[src/rtl/keypad_pkg.sv]
// keypad_pkg: shared types and constants for the 4x4 keypad scan controller
package keypad_pkg;
  typedef logic [3:0] keycode_t;
  typedef enum logic {DRIVE = 1'b0, SAMPLE = 1'b1} scan_state_e;
  localparam logic [0:0] ST_DRIVE  = 1'b0;
  localparam logic [0:0] ST_SAMPLE = 1'b1;
  localparam keycode_t KEY_P1_UP   = 4'd1;
  localparam keycode_t KEY_P1_DOWN = 4'd9;
  localparam keycode_t KEY_P2_UP   = 4'd3;
  localparam keycode_t KEY_P2_DOWN = 4'd7;
endpackage

[src/rtl/keypad_evt_arb.sv]
// keypad_evt_arb: lowest-index pending picker feeding a valid/ready event register
// Ports: clk, rst_n (sync, active low); req pending mask, lvl press level per request,
//        evt_ready consumer accept; evt_valid/evt_code/evt_press event register,
//        clr one-hot of the request consumed this cycle.
// Request index i reports keycode i[3:0], so a 32-bit mask serves two 16-key sources.
module keypad_evt_arb
  import keypad_pkg::*;
#(
  parameter int N = 16
) (
  input  logic         clk,
  input  logic         rst_n,
  input  logic [N-1:0] req,
  input  logic [N-1:0] lvl,
  input  logic         evt_ready,
  output logic         evt_valid,
  output keycode_t     evt_code,
  output logic         evt_press,
  output logic [N-1:0] clr
);
  logic [N-1:0] hit;
  keycode_t     code;
  logic         press;
  logic         open;
  assign open = !evt_valid || evt_ready;
  always_comb begin
    hit   = '0;
    code  = '0;
    press = 1'b0;
    for (int i = N - 1; i >= 0; i--) begin
      if (req[i]) begin
        hit    = '0;
        hit[i] = 1'b1;
        code   = i[3:0];
        press  = lvl[i];
      end
    end
    clr = open ? hit : '0;
  end
  always_ff @(posedge clk) begin
    if (!rst_n) begin
      evt_valid <= 1'b0;
      evt_code  <= '0;
      evt_press <= 1'b0;
    end else if (open) begin
      evt_valid <= |req;
      if (|req) begin
        evt_code  <= code;
        evt_press <= press;
      end
    end
  end
endmodule

[src/rtl/keypad_scan_ctrl.sv]
// keypad_scan_ctrl: 4x4 keypad column scanner, per-key debouncer and press/release event source
// Ports: clk, rst_n (sync, active low); row_in synchronised row sense; col_drive one-hot
//        column drive; key_state debounced levels; evt_valid/evt_ready/evt_code/evt_press
//        event port; p1_up/p1_down/p2_up/p2_down paddle levels.
// Optional feature macro: KEYPAD_AUTOREPEAT_EN (repeat press events for a single held key).
module keypad_scan_ctrl
  import keypad_pkg::*;
#(
  parameter int SETTLE_CYCLES  = 1000,
  parameter int DEBOUNCE_SCANS = 4
`ifdef KEYPAD_AUTOREPEAT_EN
  ,
  parameter int REPEAT_SCANS   = 50
`endif
) (
  input  logic        clk,
  input  logic        rst_n,
  input  logic [3:0]  row_in,
  output logic [3:0]  col_drive,
  output logic [15:0] key_state,
  output logic        evt_valid,
  input  logic        evt_ready,
  output keycode_t    evt_code,
  output logic        evt_press,
  output logic        p1_up,
  output logic        p1_down,
  output logic        p2_up,
  output logic        p2_down
);
  localparam int SW = (SETTLE_CYCLES > 1) ? $clog2(SETTLE_CYCLES) : 1;
`ifdef KEYPAD_AUTOREPEAT_EN
  localparam int NREQ = 32;
`else
  localparam int NREQ = 16;
`endif
  logic [0:0]       state;
  logic [SW-1:0]    settle_cnt;
  logic             settle_last;
  logic [1:0]       col;
  logic [15:0]      raw, raw_nxt;
  logic [15:0][2:0] cnt, cnt_nxt;
  logic [15:0]      ks_nxt, flip;
  logic [15:0]      pending, pending_nxt;
  logic             scan_end;
  logic [NREQ-1:0]  req, lvl, clr;
  assign settle_last = settle_cnt == SW'(SETTLE_CYCLES - 1);
  assign scan_end    = (state == ST_SAMPLE) && (col == 2'd3);
  assign col_drive   = 4'b0001 << col;
  assign p1_up       = key_state[KEY_P1_UP];
  assign p1_down     = key_state[KEY_P1_DOWN];
  assign p2_up       = key_state[KEY_P2_UP];
  assign p2_down     = key_state[KEY_P2_DOWN];
  // Debounce sees the column being latched this cycle, so a scan's decision covers all 16 keys.
  always_comb begin
    raw_nxt               = raw;
    raw_nxt[{col, 2'b00} +: 4] = row_in;
    ks_nxt                = key_state;
    flip                  = '0;
    cnt_nxt               = cnt;
    for (int k = 0; k < 16; k++) begin
      if (raw_nxt[k] != key_state[k]) begin
        if (cnt[k] == 3'(DEBOUNCE_SCANS - 1)) begin
          ks_nxt[k]  = ~key_state[k];
          flip[k]    = 1'b1;
          cnt_nxt[k] = '0;
        end else begin
          cnt_nxt[k] = cnt[k] + 3'd1;
        end
      end else begin
        cnt_nxt[k] = '0;
      end
    end
    // Clear-then-toggle: a flip landing on the key being loaded keeps it pending.
    pending_nxt = (pending & ~clr[15:0]) ^ (scan_end ? flip : 16'h0);
  end
  always_ff @(posedge clk) begin
    if (!rst_n) begin
      state      <= ST_DRIVE;
      settle_cnt <= '0;
      col        <= '0;
      raw        <= '0;
      key_state  <= '0;
      cnt        <= '0;
      pending    <= '0;
    end else begin
      pending <= pending_nxt;
      if (state == ST_DRIVE) begin
        settle_cnt <= settle_last ? '0 : settle_cnt + 1'b1;
        if (settle_last) state <= ST_SAMPLE;
      end else begin
        state <= ST_DRIVE;
        col   <= col + 2'd1;
        raw   <= raw_nxt;
        if (col == 2'd3) begin
          key_state <= ks_nxt;
          cnt       <= cnt_nxt;
        end
      end
    end
  end
`ifdef KEYPAD_AUTOREPEAT_EN
  logic [15:0] rpt_timer, rpt_timer_nxt, rpt_pend, rpt_set;
  always_comb begin
    rpt_timer_nxt = rpt_timer;
    rpt_set       = '0;
    if (scan_end) begin
      if ((|flip) || !$onehot(key_state)) begin
        rpt_timer_nxt = '0;
      end else if (rpt_timer == 16'(REPEAT_SCANS - 1)) begin
        rpt_timer_nxt = '0;
        rpt_set       = key_state;
      end else begin
        rpt_timer_nxt = rpt_timer + 16'd1;
      end
    end
  end
  always_ff @(posedge clk) begin
    if (!rst_n) begin
      rpt_timer <= '0;
      rpt_pend  <= '0;
    end else begin
      rpt_timer <= rpt_timer_nxt;
      rpt_pend  <= (rpt_pend & ~clr[31:16]) | rpt_set;
    end
  end
  // Repeat requests sit above the real flips in index, so flips win the priority encoder.
  assign req = {rpt_pend, pending};
  assign lvl = {16'hFFFF, key_state};
`else
  assign req = pending;
  assign lvl = key_state;
`endif
  keypad_evt_arb #(.N(NREQ)) u_arb (
    .clk       (clk),
    .rst_n     (rst_n),
    .req       (req),
    .lvl       (lvl),
    .evt_ready (evt_ready),
    .evt_valid (evt_valid),
    .evt_code  (evt_code),
    .evt_press (evt_press),
    .clr       (clr)
  );
endmodule

[config.mk]
export PLATFORM = sky130hd
export DESIGN_NAME = keypad_scan_ctrl
export DESIGN_NICKNAME = d
export VERILOG_FILES = /design/src/rtl/keypad_pkg.sv /design/src/rtl/keypad_evt_arb.sv /design/src/rtl/keypad_scan_ctrl.sv
export SDC_FILE = /design/constraint.sdc
export NUM_CORES = 1
export LEC_CHECK = 0
export ABC_AREA = 1
export BUFFER_PORTS_ARGS = -buffer_cell sky130_fd_sc_hd__buf_2
export CAP_MARGIN = 10
export CORE_AREA = 2 2 131 133
export DETAILED_ROUTE_END_ITERATION = 12
export DIE_AREA = 0 0 133 135
export GPL_ROUTABILITY_DRIVEN = 0
export GPL_TIMING_DRIVEN = 0
export PLACE_DENSITY = 0.55
export SLEW_MARGIN = 20
export SYNTH_ARGS = -nofsm -noshare
export SYNTH_HDL_FRONTEND = slang
export SYNTH_SLANG_ARGS = --single-unit
[constraint.sdc]
create_clock -name clk -period 2.6 [get_ports clk]
set_clock_uncertainty 0.15 [all_clocks]
set_input_delay 0.52 -clock clk [delete_from_list [all_inputs] [get_ports clk]]
set_output_delay 0.52 -clock clk [all_outputs]
set_load 0.01 [all_outputs]
== Word level (Yosys, flattened, before mapping) ==
Cells that the tools add are included.

* Register bits after elaboration: 115
* Input port bits: 7
* Output and inout bits: 30

* $add $sub $neg: 19
* Equality and inequality tests: 34
* Shift operators: 3
* Multiplexer cells: 117
* Bitwise logic cells: 20
* Reduce and logical (&&, ||, !) cells: 23

{| class="wikitable"
|+ Operators by type and width
! kind !! count
|-
| $mux 16 || 18
|-
| $mux 3 || 32
|-
| $mux 4 || 16
|-
| $reduce_and 4->1 || 16
|-
| $mux 1 || 49
|-
| $add 3x1->3 const B || 16
|-
| $eq 3x2->1 const B || 16
|-
| $not 1->1 || 17
|-
| $and 16x16->16 || 1
|-
| $bwmux 16 || 1
|-
| $ne 1x1->1 || 16
|-
| $not 16->16 || 1
|-
| $reduce_or 16->1 || 1
|-
| $shift 4x6->16 const A || 1
|-
| $shiftx 4x6->16 || 1
|-
| $xor 16x16->16 || 1
|-
| $add 10x1->10 const B || 1
|-
| $eq 10x10->1 const B || 1
|-
| $mux 10 || 1
|-
| $neg 4->6 || 1
|-
| $reduce_and 2->1 || 2
|-
| $shl 1x2->4 const A || 1
|-
| $add 2x1->2 const B || 1
|-
| $eq 2x2->1 const B || 1
|-
| other kinds (4) || 4
|}

== Logic depth before layout (Yosys ltp) ==
Gate-level depths: netlist (run 1).

* Word-level depth: 20
* Depth in mapped cells: 15
* Depth with buffers taken out: 15

== Modules after synthesis ==
Synthesis (run 1) repeated with hierarchy kept, for this count alone.

* Cell total of the unflattened synthesis: 1006
* Area, all modules: 6842.8 µm²

{| class="wikitable"
|+ Modules (own cells, without submodules)
! module !! instances !! cells each !! area each (µm²)
|-
| keypad_scan_ctrl || 1 || 865 || 6074.6
|-
| keypad_evt_arb || 1 || 141 || 768.2
|}

== Least setup slack after synthesis (run 1) ==
Ideal clock, no wire load.

* Kind: register -> register
* Start: register col[0]
* End: register pending[13]
* Setup time: 0.128 ns
* Data arrival time: 1.916 ns
* Path slack: 0.407 ns
* Stages on the path, launching flop included: 11
* Path buffers: 0
* Path through: dfxtp_1 inv_2 ha_1 nor2_2 inv_2 o22ai_2 xor2_1 inv_2 nor3_4 xor2_1 nor2_1

* Cells in the longest elaborated chain, start to end: 7
* Elaborated cells between the ends (all ways): 10
* Classes of those cells: 1 x add/sub; 2 x eq/ne; 2 x shift; 3 x mux; 1 x bitwise; 1 x reduce/logical

{| class="wikitable"
|+ Ends and longest elaborated chain
! element !! line !! text
|-
| from (decl) || keypad_scan_ctrl.sv:39 || <nowiki>logic [1:0] col;</nowiki>
|-
| from (signal assigned) || keypad_scan_ctrl.sv:92 || <nowiki>col <= col + 2'd1;</nowiki>
|-
| $neg 4->6 || keypad_scan_ctrl.sv:56 || <nowiki>raw_nxt[{col, 2'b00} +: 4] = row_in;</nowiki>
|-
| $shiftx 4x6->16 or $shift 4x6->16 (tied branches) || keypad_scan_ctrl.sv:56 ||
|-
| $bwmux 16 || keypad_scan_ctrl.sv:56 ||
|-
| $ne 1x1->1 || keypad_scan_ctrl.sv:61 || <nowiki>if (raw_nxt[k] != key_state[k]) begin</nowiki>
|-
| $mux 1 || keypad_scan_ctrl.sv:61 ||
|-
| $mux 16 * || keypad_scan_ctrl.sv:74 || <nowiki>pending_nxt = (pending & ~clr[15:0]) ^ (scan_end ? flip : 16'h0);</nowiki>
|-
| $xor 16x16->16 * || keypad_scan_ctrl.sv:74 ||
|-
| to (signal assigned) || keypad_scan_ctrl.sv:86 || <nowiki>pending <= pending_nxt;</nowiki>
|-
| to (decl) || keypad_scan_ctrl.sv:43 || <nowiki>logic [15:0] pending, pending_nxt;</nowiki>
|}

Every way passes the cells marked *; elsewhere a longest branch is shown, timed or not.
A chain may end at the register's enable or synchronous reset.

== Worst setup path in the final report (run 1) ==
* Start: register col[1]
* End: register key_state[8]

* Cells in the longest elaborated chain, start to end: 5
* Elaborated cells between the ends (all ways): 7
* Classes of those cells: 1 x add/sub; 2 x eq/ne; 2 x shift; 1 x mux; 1 x reduce/logical

{| class="wikitable"
|+ Ends and longest elaborated chain
! element !! line !! text
|-
| $neg 4->6 || keypad_scan_ctrl.sv:56 ||
|-
| $shiftx 4x6->16 or $shift 4x6->16 (tied branches) || keypad_scan_ctrl.sv:56 ||
|-
| $bwmux 16 || keypad_scan_ctrl.sv:56 ||
|-
| $ne 1x1->1 || keypad_scan_ctrl.sv:61 ||
|-
| $reduce_and 4->1 (no source line) * || n/a ||
|-
| to (signal assigned) || keypad_scan_ctrl.sv:95 || <nowiki>key_state <= ks_nxt;</nowiki>
|-
| to (decl) || keypad_scan_ctrl.sv:20 || <nowiki>output logic [15:0] key_state,</nowiki>
|}

Marked as above.

==> out/metrics.cfg, run 1 <==
[outcome]
outcome = complete, no violations

[power]
cellPowerDensity_mw_per_mm2 = 624.6
irDropWorstVdd_v = 0.0004430
leakagePower_nw = 2.997

[clocking]
clk_pin_slew_ps = 50
numCtsBuffers = 17
h-tree-depth = 4
insertion_delay_ps = 420
cts_tree = built
clockBufferDepth = 2
cts_sinks = 115
root_buffer = clkbuf_16

[timing]
tns_ps = 0
slew_violations = 0
min_period_ps = 2513
fin_ws_ps = 87.19
relSlewSlack_pct = 50.05
fmax_ghz = 0.3980
rsz0062_at_grt = yes
holdWs_ps = 283.2
hold_viol = 0
period_share_pct = 96.65
setup_violations = 0
worstMarginPinSlew_ps = 749.3

[synth]
synth-async-reset-ratio_pct = 0
ys_top_cells_by_area = dfxtp_1, nand2_1, inv_1
ys.flop_type = dfxtp_1
yosysSeqAreaShare_pct = 40.38
syn_nets = 801
synth_area_mm2 = 0.005702
synth.distinct_cells = 38
syn_area_per_cell_um2 = 7.414
synthCells = 769
synth_top_area_share_pct = 40.38
ys_warn_count = 0
ys_seq_elements = 115
synth.largest_area_cell = dfxtp_1
synth-edff-count = 0

[worst_hold_path]
holdCritPathClass = reg2reg
min_path_cells = 2
hold_path_end = cnt[44]
hold_start = cnt[44]

[layout]
final_common_cell = nand2_1
final_cell_mix = nand2_1, inv_1, dfxtp_1
fin_cells = 1061
multiInputGateArea_mm2 = 0.002846
seq_area_mm2 = 0.002303
nFillCells = 1683
layout.nets = 860
antenna_cells = 0
utilization_pct = 41.55
final_layout_size_suffix_gt1_share_pct = 14.27
syn_to_final_growth_pct = 19.55

[drt]
wl_per_cell_um = 13.94
num_vias = 4959
viasPerCell = 4.674
drtIter0Drc = 284
drc_errors = 0
highest_layer = met4
met3_length_um = 457
dr_wl_met2_mm = 6.865
wl_met1_mm = 7.261
ant_nets = 0
finalWirelength_mm = 14.79
firstDrtPassIters = 4

[floorplanning]
rows = 47
core_area_mm2 = 0.01641
ios = 37
die-area_mm2 = 0.01796
dieWidth_um = 133
die_h_um = 135
initial_core_util_pct = 34.75

[global_routing]
grt_pass1_vias = 4541
grt_pass1_wl_mm = 23.77
antenna_found_initial = 0
grt_max_degree = 17
gr-total-overflow = 0
track_usage_pct = 17.38

[placed_design]
portBuffers = 36
post-dp-hpwl_mm = 10.61
pre_cts_ws_ps = -48.09
dp_cells = 1025

[worst_setup_path]
rr_endpoint = key_state[8]
path_class = reg2reg
crit_arrival_ps = 2640
crit_fanout = 5
rr_startpoint = col[1]
rrSetupSlack_ps = 90
startpoint_type = register
reg2reg_depth = 11
cp_data_required_time_ps = 2730
end_kind = register

[run]
max_cap_viol_count = 0

worst max-delay path by stage:
stage | start | cells past startpoint | end | slack (ps)
finish | col[1] | 11 | key_state[8] | 90
global route | col[1] | 11 | key_state[8] | -160
CTS | col[0] | 11 | key_state[8] | 90
detailed placement | col[0] | 11 | key_state[8] | -50
global placement | col[0] | 10 | key_state[0] | -20
floorplan | col[0] | 10 | pending[13] | 410
metal layers:
layer / vias to the layer above / global-route usage, %
li1: 2596 / -
met1: 2289 / 22.63
met2: 59 / 28.35
met3: 15 / 4.317
met4: 0 / 5.615
met5: - / 0
registers in the layout (all words and copies together) (netlist names):
name and flops:
cnt 48, col 2, key_state 16, pending 16, raw 16, settle_cnt 10, state 1, u_arb.evt_code 4
u_arb.evt_press 1, u_arb.evt_valid 1
metrics by stage:
| stage | power [mW] | area (um^2) |
|---|---|---|
| after floorplan | 1.853 | 5702 |
| after global placement | 1.890 | 6157 |
| after detailed placement | 1.890 | 6157 |
| after CTS | 4.302 | 6763 |
| after global routing | 4.392 | 6817 |
| final | 4.258 | 6817 |
logic make-up after synthesis:
family	after synthesis	share of synthesized area, %
xor gates and xnor gates	31	5.420
DFF	115	40.38
buffers and inverters	148	10.09
adders and majority gates	25	5.486
AOI/OAI and AO/OA	179	17.49
and+or+nand+nor	271	21.13
timing repair:
action                                  in CTS  in global routing
setup buffers                                0                  4
endpoints found under the setup margin      10                 23
hold buffers                                 0                  0
endpoints found under the hold margin        0                  0
pin swaps                                    0                  3
resized for setup                            1                  7
layout make-up:
type / count / share of cell area (%)
buffer: 27 / 1.799
clock buffer: 22 / 6.957
tap: 220 / 4.038
sequential: 115 / 33.79
multi-input combinational: 506 / 41.76
inverter: 121 / 6.663
timing repair buffer: 40 / 3.084
clock inverter: 10 / 1.909
power by group:
part / internal, mW / total (mW) / switching, mW / leakage [nW]
sequential: 1.77 / 1.77 / 0.00230 / 0.927
combinational: 0.0191 / 0.0829 / 0.0638 / 1.77
clock: 1.57 / 2.41 / 0.833 / 0.296
critical path: stages (launching register included):
cell and delay (ps):
dfxtp_1 400, inv_1 140, ha_2 410, nand2_1 80
nor3_2 220, nand2_1 100, o21ai_0 170, xor2_1 300
nor2_2 80, nand2_1 130, xor2_1 150, nor2_1 50
synthesized netlist by cell type (2+ instances only):
master / instances
buf_4: 4
clkbuf_1: 18
ha_1: 25
o22ai_2: 4
o21ai_2: 4
nor2_1: 64
xor2_1: 24
dfxtp_1: 115
xor2_2: 5
a21oi_1: 74
xnor2_1: 2
nor2_2: 2
a211oi_1: 6
nor3_4: 3
nor3b_1: 2
nand2_1: 149
o211a_1: 4
nor3_1: 8
inv_2: 6
nor3_2: 6
nor4_1: 2
nand3_1: 17
o22ai_1: 4
buf_2: 4
nand4_1: 12
o21ai_0: 78
inv_1: 115
nand4_2: 2
Note: power is estimated with default switching activity, not from simulation.
==> inputs of run 2 (changes only) <==
- REMOVE_ABC_BUFFERS: not set -> 1
==> run 2 against run 1 <==
- non-clock buffer count down 28
- largest cell class unchanged
- largest power group unchanged
- first-iteration DRC count shrank 10%
- cell count fell by 2.6%
- clock power is 4% higher
==> out/metrics.cfg, run 2 (synthesized netlist as in run 1, its figures left out) <==
[worst_hold_path]
hold_start = cnt[2]
hold_path_end = cnt[2]
holdCritPathClass = reg2reg
min_path_cells = 2

[clocking]
insertion_delay_ps = 420
root_buffer = clkbuf_16
numCtsBuffers = 17
clk_pin_slew_ps = 50
cts_tree = built
cts_hold_buf = 0
clockBufferDepth = 2
h-tree-depth = 4
cts_sinks = 115

[timing]
slew_violations = 0
worstMarginPinSlew_ps = 840.7
rsz0062_at_grt = yes
min_period_ps = 2518
relSlewSlack_pct = 43.95
holdWs_ps = 286.0
fmax_ghz = 0.3972
period_share_pct = 96.84
setup_violations = 0
hold_viol = 0

[global_routing]
antenna_found_initial = 0
grt_busiest_layer = met2
gr-total-overflow = 0
grtUsageMet3_pct = 4.805
grt_pass1_vias = 4416
grt_pass1_wl_mm = 21.13
grt.met1_usage_pct = 19.82
track_usage_pct = 14.95
met2_usage_pct = 22.97
grt_max_degree = 69

[worst_setup_path]
crit_family = simple AND/OR/NAND/NOR gates
reg2reg_depth = 11
cp_slowest_stage_delay_ps = 420
end_kind = register
startpoint_type = register
cp_data_required_time_ps = 2730
rr_endpoint = key_state[8]
rrSetupSlack_ps = 80
path_cells = inv_1 -> ha_2 -> nand2_1 -> nor3_2 -> nand2_1 -> o21ai_0 -> xor2_1 -> nor2_1 -> nand2_1 -> xor2_1 -> nor2_1
crit_arrival_ps = 2640
cp_slowest_cell = dfxtp_1
crit_fanout = 5
rr_startpoint = col[1]
crit_top_cell = nand2_1
path_depth = 11
worst-path-buf-inv = 1
path_class = reg2reg

[placed_design]
portBuffers = 36
post-dp-hpwl_mm = 8.457
dpl-instance-area_mm2 = 0.006061

[power]
leakagePower_nw = 2.953
p_clk_share_pct = 57.7
combPwrFrac_pct = 1.6
p_int_mw = 3.493
swShare_pct = 19.72
cellPowerDensity_mw_per_mm2 = 646.0
irDropWorstVdd_v = 0.0004474
p_sw_mw = 0.8583
seqPwrFrac_pct = 40.7

[layout]
final_cell_mix = nand2_1, dfxtp_1, inv_1
syn_to_final_growth_pct = 18.15
utilization_pct = 41.06
antenna_cells = 0
final_layout_size_suffix_gt1_share_pct = 13.65
final_common_cell = nand2_1
largest_register_ffs = 48
stdcell_area_mm2 = 0.006736
top_register = cnt
layout.nets = 832
nFillCells = 1688

[drt]
viasPerCell = 4.559
drtIter0Drc = 255
ant_nets = 0
finalWirelength_mm = 12.51
num_vias = 4709
drc_errors = 0
firstDrtPassIters = 6
wl_per_cell_um = 12.11

[floorplanning]
die_h_um = 135
rows = 47
initial_core_util_pct = 34.75
core_area_mm2 = 0.01641
ios = 37
dieWidth_um = 133
die-area_mm2 = 0.01796

[run]
max_cap_viol_count = 0

[outcome]
outcome = complete, no violations

## run 2: per-stage QoR
step / total power, mW / TNS [ps] / setup slack, ps / cells
2_1_floorplan: 1.845 / -11240 / -388.2 / 742
3_3_place_gp: 1.878 / -83250 / -1714 / 998
3_5_place_dp: 1.878 / -1941 / -175.3 / 999
4_1_cts: 4.408 / 0 / 58.53 / 1031
5_1_grt: 4.506 / -370.7 / -81.63 / 1033
6_report: 4.352 / 0 / 82.20 / 1033
## run 2: worst max path at each step
| stage | start | endpoint | slack, ps |
|---|---|---|---|
| 3_3_place_gp | col[0] | key_state[3] | -1710 |
| 6_report | col[1] | key_state[8] | 80 |
| 4_1_cts | col[1] | key_state[0] | 60 |
| 2_1_floorplan | col[0] | key_state[3] | -390 |
| 5_1_grt | col[0] | key_state[9] | -80 |
| 3_5_place_dp | col[0] | key_state[10] | -180 |
## run 2: per-layer routing
| metal | vias up | wire length [um] | part of all wire (%) |
|---|---|---|---|
| met4 | 0 | 133 | 1.1 |
| met1 | 2077 | 6410 | 51 |
| met3 | 11 | 639 | 5.1 |
| met2 | 74 | 5330 | 43 |
| met5 | - | 0 | 0 |
| li1 | 2547 | - | - |
## run 2: layout make-up
class                           instances  area, um^2  area share [%]
Multi-Input combinational cell        506        2845           42.24
Clock buffer                           20       446.7           6.631
Tap cell                              220       275.3           4.086
Clock inverter                         12       185.2           2.749
Sequential cell                       115        2303           34.19
Inverter                              121       465.4           6.909
Timing Repair Buffer                   39       215.2           3.195
## run 2: power groups by stage
stage	Sequential (mW)	Clock [mW]	Combinational, mW
global route	1.77	2.66	0.0790
CTS	1.77	2.57	0.0716
detailed placement	1.81	0	0.0713
global placement	1.81	0	0.0707
floorplan	1.81	0	0.0380
finish	1.77	2.51	0.0698
## run 2: repair_timing
| item | in CTS | in global routing |
|---|---|---|
| gates resized for setup | 2 | 7 |
| pin swaps | 0 | 1 |
| endpoints found under the hold margin | 0 | 0 |
| endpoints found under the setup margin | 25 | 14 |
| setup buffers | 0 | 2 |
## run 2: worst min-delay path, cell delays in order, from the launching register on
cell,delay [ps]
dfxtp_1,310
nand2_1,60
nor2_1,30
==> inputs of run 3 (changes only) <==
- CORE_AREA: 2 2 131 133 -> 2 2 110 112
- DIE_AREA: 0 0 133 135 -> 0 0 112 114
- PLACE_DENSITY: 0.55 -> 0.83
- SYNTH_HIERARCHICAL: not set -> 1
==> run 3 against run 2 <==
- setup slack improved by 140 ps
- power down 2.4%
- core utilization increased by 24 points
- fmax up 5.8%
- global-route usage up 11 points
- clock power is 5% lower
- worst hold slack worse by 5.2 ps
- critical endpoint is now pending[6]
==> out/metrics.cfg, run 3 <==
[clocking]
clockBufferDepth = 2
cts_hold_buf = 0
numCtsBuffers = 17
h-tree-depth = 4
cts_sinks = 115
clk_pin_slew_ps = 50
post_cts_buffers = 0
insertion_delay_ps = 420
cts_tree = built
root_buffer = clkbuf_16

[worst_setup_path]
crit_arrival_ps = 2550
startpoint_type = register
crit_fanout = 83
end_kind = register
path_class = reg2reg
cp_data_required_time_ps = 2770

[timing]
holdWs_ps = 280.8
min_period_ps = 2380
worstMarginPinSlew_ps = 654.4
setup_violations = 0
slew_violations = 0
rsz0062_at_grt = no
period_share_pct = 91.53
relSlewSlack_pct = 56.37
fmax_ghz = 0.4202
hold_viol = 0

[drt]
num_vias = 6251
drc_errors = 0
drtIter0Drc = 393
wl_per_cell_um = 12.80
ant_nets = 0
firstDrtPassIters = 5
finalWirelength_mm = 15.17
viasPerCell = 5.275

[synth]
synthCells = 1006
yosysSeqAreaShare_pct = 33.64
synth_top_area_share_pct = 33.64
synth-async-reset-ratio_pct = 0
synth-edff-count = 0
yosysMostFrequentCell = inv_1
synthTopCellsByCount = inv_1, nand2_1, nor2_1
ys_warn_count = 6
syn_area_per_cell_um2 = 6.802
ys.flop_type = dfxtp_1
synth_area_mm2 = 0.006843
synth.distinct_cells = 37
ys_top_cells_by_area = dfxtp_1, inv_1, nand2_1
ys_seq_elements = 115
synth.largest_area_cell = dfxtp_1

[floorplanning]
core_area_mm2 = 0.01171
dieWidth_um = 112
initial_core_util_pct = 58.43
die_h_um = 114
ios = 37
rows = 40
die-area_mm2 = 0.01277

[outcome]
outcome = complete, no violations

[power]
cellPowerDensity_mw_per_mm2 = 555.1
leakagePower_nw = 3.416
irDropWorstVdd_v = 0.0006068
power.total_mw = 4.249

[layout]
final_common_cell = inv_1
syn_to_final_growth_pct = 11.87
final_cell_mix = inv_1, nand2_1, nor2_1
largest_register_ffs = 48
final_layout_size_suffix_gt1_share_pct = 16.76
nFillCells = 1015
top_register = cnt
antenna_cells = 0
utilization_pct = 65.36
seq_area_mm2 = 0.002307
layout.nets = 1058
multiInputGateArea_mm2 = 0.003607

[worst_hold_path]
holdCritPathClass = reg2reg

[global_routing]
grt_pass1_wl_mm = 26.61
grt_max_degree = 84
gr-total-overflow = 0
track_usage_pct = 25.45
grt_pass1_vias = 5961
antenna_found_initial = 0

[placed_design]
post-dp-hpwl_mm = 9.995
portBuffers = 36

[run]
max_cap_viol_count = 0

[run 3: through the flow]
stage               instance area, um^2  instances  setup TNS [ps]  worst slack [ps]
finish                             7655       1185               0             220.3
global route                       7655       1185               0             34.24
CTS                                7636       1185               0             33.88
detailed placement                 7020       1154          -22080            -678.8
global placement                   6990       1153          -60170             -1043
floorplan                          6626        970           -7477            -334.6
[run 3: cell type report]
class | instances | area share, %
sequential | 115 | 30.14
clock inverter | 9 | 1.684
clock buffer | 22 | 6.195
tap | 147 | 2.403
inverter | 190 | 9.709
multi-input combinational | 665 | 47.12
timing repair buffer | 37 | 2.746
[run 3: report_power, final]
part | internal (mW) | leakage [nW] | total, mW | switching, mW
clock network | 1.57 | 0.292 | 2.39 | 0.820
logic | 0.0238 | 2.20 | 0.0878 | 0.0639
registers | 1.77 | 0.928 | 1.77 | 0.00392
[run 3: what timing repair did]
item,in CTS,in global routing
resized for setup,5,3
pin swaps,0,0
endpoints found under the setup margin,78,3
[run 3: critical path, stage by stage, from the launching register on]
cell and delay [ps]:
dfxtp_4 430, ha_1 290, nand2_4 480, clkinv_16 310, nand2_1 210, inv_1 60, nand3_1 120, nand2_1 70
nand2_1 70, nor2_1 50
[run 3: per-layer routing]
metal | wire length, um | part of all wire [%] | track usage (%) | vias to the layer above
met4 | 538 | 3.5 | 13.33 | 0
met5 | 0 | 0 | 0 | -
li1 | - | - | - | 3215
met2 | 7194 | 47 | 42.91 | 120
met1 | 6851 | 45 | 30.36 | 2868
met3 | 582 | 3.8 | 6.004 | 48
[run 3: worst paths after layout]
| kind | from | end | slack (ps) | depth (start not counted) |
|---|---|---|---|---|
| setup / recovery | col[0] | pending[6] | 220 | 9 |
| hold / removal | cnt[5] | cnt[5] | 280 | 2 |
| setup reg to reg | col[0] | pending[6] | 220 | 9 |
| hold reg to reg | cnt[5] | cnt[5] | 280 | 2 |
[run 3: kinds of logic (layout without fill, tap and decap cells)]
family,after synthesis,after routing,share of synthesized area [%]
and+or+nand+nor,501,501,35.64
buffers and inverters,226,258,13.64
AOI/OAI and AO/OA,137,137,12.25
DFF,115,115,33.64
adders and majority gates,25,25,4.571
xor gates and xnor gates,2,2,0.2560
